--- src/rtl/clk_enable_gen.sv ---
// Multi-channel programmable clock-enable generator: per-channel tick strobe and pulse/square
// clk_out, with a run-time divisor that is double-buffered and only swapped at a period wrap.

module clk_enable_ch #(
  parameter int CNT_W     = 16,
  parameter int RESET_DIV = 4
) (
  input  logic             clk,
  input  logic             rst,
  input  logic             en,
  input  logic             mode,
  input  logic             sync,
  input  logic             wr,
  input  logic [CNT_W-1:0] div_val,
  output logic             tick,
  output logic             clk_out
);

  localparam logic [CNT_W-1:0] RST_D = CNT_W'(RESET_DIV);

  logic [CNT_W-1:0] cnt, d_act, d_shd;
  logic             pend;
  logic             wrap;

  assign wrap = (cnt == d_act);

  always_ff @(posedge clk or posedge rst) begin
    if (rst) begin
      cnt     <= '0;
      d_act   <= RST_D;
      d_shd   <= RST_D;
      pend    <= 1'b0;
      tick    <= 1'b0;
      clk_out <= 1'b0;
    end else if (sync) begin
      // Phase restart: a same-cycle write bypasses the shadow and lands in d_act directly.
      cnt     <= '0;
      tick    <= 1'b0;
      clk_out <= 1'b0;
      pend    <= 1'b0;
      if (wr) begin
        d_act <= div_val;
        d_shd <= div_val;
      end else if (pend) begin
        d_act <= d_shd;
      end
    end else if (!en) begin
      cnt     <= '0;
      tick    <= 1'b0;
      clk_out <= 1'b0;
      if (pend) begin
        d_act <= d_shd;
        pend  <= 1'b0;
      end
      if (wr) begin
        d_shd <= div_val;
        pend  <= 1'b1;
      end
    end else begin
      if (wrap) begin
        cnt     <= '0;
        tick    <= 1'b1;
        clk_out <= mode ? ~clk_out : 1'b1;
        if (pend) begin
          d_act <= d_shd;
          pend  <= 1'b0;
        end
      end else begin
        cnt     <= cnt + CNT_W'(1);
        tick    <= 1'b0;
        clk_out <= mode ? clk_out : 1'b0;
      end
      // A write landing on a wrap cycle stays pending for the following wrap.
      if (wr) begin
        d_shd <= div_val;
        pend  <= 1'b1;
      end
    end
  end

endmodule

module clk_enable_gen #(
  parameter int NUM_CH    = 2,
  parameter int CNT_W     = 16,
  parameter int RESET_DIV = 4
) (
  input  logic              clk,
  input  logic              rst,
  input  logic [NUM_CH-1:0] en,
  input  logic [NUM_CH-1:0] mode,
  input  logic              sync,
  input  logic              div_wr,
  input  logic [2:0]        div_sel,
  input  logic [CNT_W-1:0]  div_val,
  output logic [NUM_CH-1:0] tick,
  output logic [NUM_CH-1:0] clk_out
);

  logic [NUM_CH-1:0] wr;

  for (genvar g = 0; g < NUM_CH; g++) begin : g_ch
    // Out-of-range div_sel matches no channel, so such writes are dropped.
    assign wr[g] = div_wr && (div_sel == 3'(g));

    clk_enable_ch #(
      .CNT_W     (CNT_W),
      .RESET_DIV (RESET_DIV)
    ) u_ch (
      .clk     (clk),
      .rst     (rst),
      .en      (en[g]),
      .mode    (mode[g]),
      .sync    (sync),
      .wr      (wr[g]),
      .div_val (div_val),
      .tick    (tick[g]),
      .clk_out (clk_out[g])
    );
  end

endmodule

--- config.mk ---
export PLATFORM = sky130hd
export DESIGN_NAME = clk_enable_gen
export DESIGN_NICKNAME = d
export VERILOG_FILES = /design/src/rtl/clk_enable_gen.sv
export SDC_FILE = /design/constraint.sdc
export NUM_CORES = 1
export LEC_CHECK = 0
export ABC_AREA = 1
export CORE_UTILIZATION = 62
export DETAILED_ROUTE_END_ITERATION = 10
export GPL_TIMING_DRIVEN = 0
export PLACE_DENSITY = 0.81
export REMOVE_ABC_BUFFERS = 1
export SLEW_MARGIN = 20
export SYNTH_ARGS = -nofsm -noshare
export SYNTH_HDL_FRONTEND = slang
export SYNTH_HIERARCHICAL = 1
export SYNTH_SLANG_ARGS = --single-unit
--- constraint.sdc ---
create_clock -name clk -period 2.3 [get_ports clk]
set_input_delay 0.345 -clock clk [delete_from_list [all_inputs] [get_ports clk]]
set_output_delay 0.345 -clock clk [all_outputs]
set_load 0.005 [all_outputs]
# ---- Word-level counts from Yosys, hierarchy flattened
# Index checks and enable logic that the tools add are counted.
dict set report op_classes {
  n_bitwise 2
  multipliers 0
  magnitude_cmp 0
  reduce_logical 3
  addsub 2
  n_shift 0
  div 0
  n_eq_ne 9
  muxes 42
}
# operator count
set op_table {}
lappend op_table {{two-way mux 16 bit} 16}
lappend op_table {{adder 16 x 1 -> 16 bit (second input constant)} 2}
lappend op_table {{== test 16 bit} 2}
lappend op_table {{two-way mux 1 bit} 26}
lappend op_table {{inequality test 4 x 1 -> 1 bit (second input constant)} 2}
lappend op_table {{inequality test 4 x 2 -> 1 bit (second input constant)} 2}
lappend op_table {{inequality test 3 x 1 -> 1 bit (second input constant)} 2}
lappend op_table {{== test 3 x 1 -> 1 bit (second input constant)} 1}
lappend op_table {{zero test 3 bit} 1}
lappend op_table {{logical AND 1 bit} 2}
lappend op_table {{inverter 1 bit} 2}
dict set report totals {
  register_bits 102
  inputBits 27
  out_inout_bits 4
  romBits 0
  mem_count 0
  elab_cells 70
  latchBits 0
  ramBits 0
}

# ---- Depth between registers and ports, before layout
dict set report logic_depth {
  depth_word 5
  mapped_depth 12
  mapped_depth_nobuf 11
}

# ---- Modules after synthesis
# The synthesis kept the hierarchy.
# mod cells_each n_inst seq_area_each_um2 area_per_inst_um2
set by_module_without_submodules {}
lappend by_module_without_submodules {clk_enable_ch 399 2 1278.7 2857.7}
lappend by_module_without_submodules {clk_enable_gen 8 1 0.0 30.0}

# ---- Worst setup path before layout
# OpenSTA, ideal clock, no wires.
dict set report synth_timing {
  path_kind {register -> register}
  from {register g_ch[0].u_ch.d_act[2]}
  to {register g_ch[0].u_ch.d_act[0]}
  arrival_ns 1.366
  required_time_ns 2.182
  synth_period_minus_slack_ns 1.484
  path_buffers 2
  setup_ns 0.118
  stages_incl_launch_ff 12
  setup_slack_ns 0.816
  cell_sequence {dfstp_2 -> inv_1 -> nand2_1 -> nand2_1 -> nor2_1 -> nand2_1 -> nor2_2 -> nand2_2 -> nand2_4 -> buf_8 -> buf_12 -> o21ai_2}
}
dict set report synth_via {
  elab_chain_cells 2
}
# item line
set synth_rtl {}
lappend synth_rtl {{start, declared} 21} ;# logic [CNT_W-1:0] cnt, d_act, d_shd;
lappend synth_rtl {{start signal, assigned} 42} ;# d_act <= div_val;
lappend synth_rtl {{start signal, assigned} 45} ;# d_act <= d_shd;
lappend synth_rtl {{start signal, assigned} 52} ;# d_act <= d_shd;
lappend synth_rtl {{== test 16 bit} 25} ;# assign wrap = (cnt == d_act);
lappend synth_rtl {{inequality test 3 x 1 -> 1 bit (no source line)} -}
# No other way between the ends.
# A chain may end at the register's enable or synchronous reset.

# ---- Worst setup path in the final report
dict set report layout_timing {
  from {input div_sel[2]}
  to {register g_ch[1].u_ch.d_act[15]}
}
dict set report layout_via {
  elab_chain_cells 4
}
# item line
set layout_rtl {}
lappend layout_rtl {{start, declared} 94} ;# input logic [2:0] div_sel,
lappend layout_rtl {{== test 3 x 1 -> 1 bit} 104} ;# assign wr[g] = div_wr && (div_sel == 3'(g));
lappend layout_rtl {{logical AND 1 bit} 104}
lappend layout_rtl {{named net wr[1]} 100} ;# logic [NUM_CH-1:0] wr;
lappend layout_rtl {{two-way mux 16 bit} 41} ;# if (wr) begin
lappend layout_rtl {{two-way mux 16 bit} 35} ;# end else if (sync) begin
lappend layout_rtl {{end signal, assigned} 42}
lappend layout_rtl {{end signal, assigned} 45}
lappend layout_rtl {{end signal, assigned} 52}
lappend layout_rtl {{end, declared} 21}
# The timed path passes the listed nets, and every way through them passes these cells.

==> flow_metrics.py <==
metrics = {
    "pwr": {
        "sequentialPowerShare": 0.488,
        "p_comb_frac": 0.248,
        "power.leakage_uw": 0.003063,
        "p_clk_frac": 0.263,
        "power-per-cell-area_mw_per_mm2": 741.3,
        "switching_share": 0.3138,
        "peakVddDrop_v": 0.0003709,
        "intPower_uw": 3183,
        "p_sw_uw": 1456,
    },
    "synth": {
        "yosys.area.top_type_share": 0.4268,
        "synth-seq-cells": 102,
        "synth-edff-count": 0,
        "netlist_top_cells_area": "dfrtp_1 (43%), nand2_1 (16%), o21ai_0 (9.2%)",
        "synth_cell_types": 30,
        "yosysWarningCount": 6,
        "synthXorXnorAreaFrac": 0.01524,
        "netlist_area_sq_mm": 0.005746,
        "synth_compound_area_frac": 0.1328,
        "synth_top_family_by_area": "simple AND/OR/NAND/NOR gates",
        "syn_inst": 806,
        "synthMuxAreaShare": 0,
        "synth_fa_ha_area_frac": 0.004355,
        "yosysMostFrequentCell": "nand2_1",
        "yosys.area.top_type": "dfrtp_1",
        "synth_common_cells": "nand2_1 (243), inv_1 (133), o21ai_0 (106), dfrtp_1 (98), nor2_1 (66)",
        "ys_seq_area_frac": 0.4451,
        "ys_async_sr_fraction": 1.000,
        "synth-simple-area-share": 0.2720,
        "synth-main-ff-cell": "dfrtp_1",
        "syn_avg_cell_area_sq_um": 7.128,
    },
    "layout": {
        "fin_util": 0.7072,
        "drive_above_1_share": 0.08848,
        "diodes": 0,
        "instances_no_fill": 933,
        "nets": 849,
        "n_fill_cell": 719,
        "area_growth_pct": 8.907,
    },
    "sta": {
        "slew-limit-headroom": 0.3915,
        "tightest_slew_ns": 0.9128,
        "fmax_mhz": 484.6,
        "setup_viol": 0,
        "finalHoldViolations": 0,
        "drv_slew": 0,
        "whs_ns": 0.3845,
        "rsz0062_at_grt": "no",
        "fin_crit_ns": 2.064,
        "fin_skew_ns": 0.007223,
        "period_share": 0.8973,
        "fin_setup_tns_ns": 0,
    },
    "routing": {
        "wl_per_cell_microns": 12.15,
        "first_pass_iters": 5,
        "vias": 4756,
        "postRouteAntennaNets": 0,
        "vias_per_cell": 5.098,
        "drcViolationCount": 0,
        "wl_microns": 11340,
        "first_iter_violations": 214,
    },
    "placement": {
        "dp_cells": 916,
        "port_buffers": 30,
        "gp_congestion": 0.8085,
        "hpwl_microns": 7885,
    },
    "floorplanning": {
        "io_pins": 31,
        "die-height_microns": 98.27,
        "die_w_microns": 98.27,
        "rows": 34,
        "start_util": 0.6493,
        "die-area_sq_mm": 0.009656,
        "core_sq_mm": 0.008848,
    },
    "clock_tree": {
        "h-tree-depth": 3,
        "root_buffer": "clkbuf_8",
        "clk_pin_slew_ns": 0.09,
        "post_cts_buffers": 0,
        "cts_buffers": 9,
        "ctsHoldBuffers": 0,
        "cts_tree": "done",
        "cts_sinks": 102,
        "clockBufferDepth": 2,
        "clkLatencyLatePin_ns": 0.36,
    },
    "grt": {
        "grt_busiest_layer": "met2",
        "met1_usage": 0.3272,
        "antenna_found_initial": 0,
        "grt.met2_usage": 0.4545,
        "grt_pass1_vias": 4580,
        "grtUsageTotal": 0.2583,
        "grt_pass1_wl_microns": 20360,
        "overflow": 0,
        "grt_max_degree": 49,
        "grt_util_met3": 0.04152,
    },
    "critical_path": {
        "cp_num_buf_inv": 3,
        "end_kind": "register",
        "critPathMaxStageDelay_ns": 0.45,
        "crit_start": "div_sel[2]",
        "critPathArrivalTime_ns": 2.30,
        "reg2reg_from": "g_ch[0].u_ch/d_act[2]",
        "cp_slowest_cell": "clkdlybuf4s50_1",
        "critPathTopFamily": "buffers and inverters",
        "crit_path_start_kind": "primary input",
        "worstPathCellList": "clkdlybuf4s50_1 > inv_1 > nand2_1 > nor2_4 > nand2_1 > clkinv_1 > a211oi_1 > a21oi_1 > nand2_1 > o21ai_0",
        "cp_max_fo": 19,
        "crit_top_cell": "nand2_1",
        "crit_required_ns": 2.53,
        "crit_type": "primary input to register",
    },
    "job": {
        "cap_violations": 0,
    },
    "status": {
        "status": "finished clean",
    },
    "worst_hold_path": {
        "hp-class": "primary input to async pin",
    },
}
## worst paths after layout
path / slack [ns] / cells past startpoint / endpoint
min reg2reg: 0.49 / 2 / g_ch[0].u_ch/d_shd[5]
min in group clk: 0.49 / 2 / g_ch[0].u_ch/d_shd[5]
max in group asynchronous: 1.31 / 3 / g_ch[1].u_ch/d_shd[2]
min: 0.38 / 2 / g_ch[0].u_ch/d_shd[5]
max: 0.24 / 10 / g_ch[1].u_ch/d_act[15]
max reg2reg: 0.47 / 10 / g_ch[0].u_ch/d_act[4]
## power by group through the flow
stage                     combinational, uW  clock, uW  sequential [uW]
after floorplan                         898          0             2250
after global placement                 1090          0             2280
after detailed placement               1140          0             2290
after CTS                              1160       1260             2260
after global routing                   1370       1320             2310
final                                  1150       1220             2270
## cells in the final DEF (no fill, tap or decap), types with 4 or more instances in the layout
| cell type | count |
|---|---|
| nand2_1 | 243 |
| inv_1 | 130 |
| o21ai_0 | 106 |
| dfrtp_1 | 98 |
| nor2_1 | 64 |
| nand3_1 | 32 |
| clkdlybuf4s50_1 | 29 |
| inv_2 | 14 |
| a21oi_1 | 12 |
| clkbuf_8 | 10 |
| xor2_1 | 10 |
| nor3_2 | 10 |
| o21ai_2 | 10 |
| nor2_2 | 8 |
| o21ai_1 | 8 |
| nand4_1 | 4 |
| nor3_1 | 4 |
| a211oi_1 | 4 |
| dfstp_2 | 4 |
## timing repair
item / CTS / global route
setup endpoints to repair: 63 / 15
cloned: 0 / 1
gates resized for setup: 3 / 3
## through the flow
step | power [uW] | setup WS [ns] | cell area [sq um]
6_report | 4639 | 0.2363 | 6257
5_1_grt | 4994 | 0.04991 | 6257
4_1_cts | 4676 | 0.04192 | 6242
3_5_place_dp | 3434 | -0.7828 | 6023
3_3_place_gp | 3371 | -0.7166 | 5983
2_1_floorplan | 3147 | 0.3077 | 5548
## sequential cells by signal, indices dropped and copies added (netlist names)
name / count
g_ch.u_ch/pend: 2
g_ch.u_ch/cnt: 32
g_ch.u_ch/tick: 2
g_ch.u_ch/d_act: 32
g_ch.u_ch/clk_out: 2
g_ch.u_ch/d_shd: 32
## layer usage
metal | up-vias | wire [microns]
met5 | - | 0
met4 | 0 | 191
met3 | 18 | 395
met2 | 91 | 5527
met1 | 2149 | 5224
li1 | 2498 | -
## final cells by class
class                   instances  area (sq um)  share of cell area
well taps                     108         135.1             0.02160
repair buffers                 32         335.3             0.05359
inverters                     147         555.5             0.08878
clock buffers                  12         145.1             0.02320
flip-flops and latches        102          2557              0.4087
multi-input cells             527          2454              0.3921
clock inverters                 4         70.07             0.01120
repair inverters                1         5.005           0.0007998
## cells by family after synthesis
group                      Yosys count
DFF                                102
buffers and inverters              177
AOI/OAI and AO/OA                  142
and+or+nand+nor                    373
adders and majority gates            2
xor gates and xnor gates            10
Power figures use the tool's default switching activity.
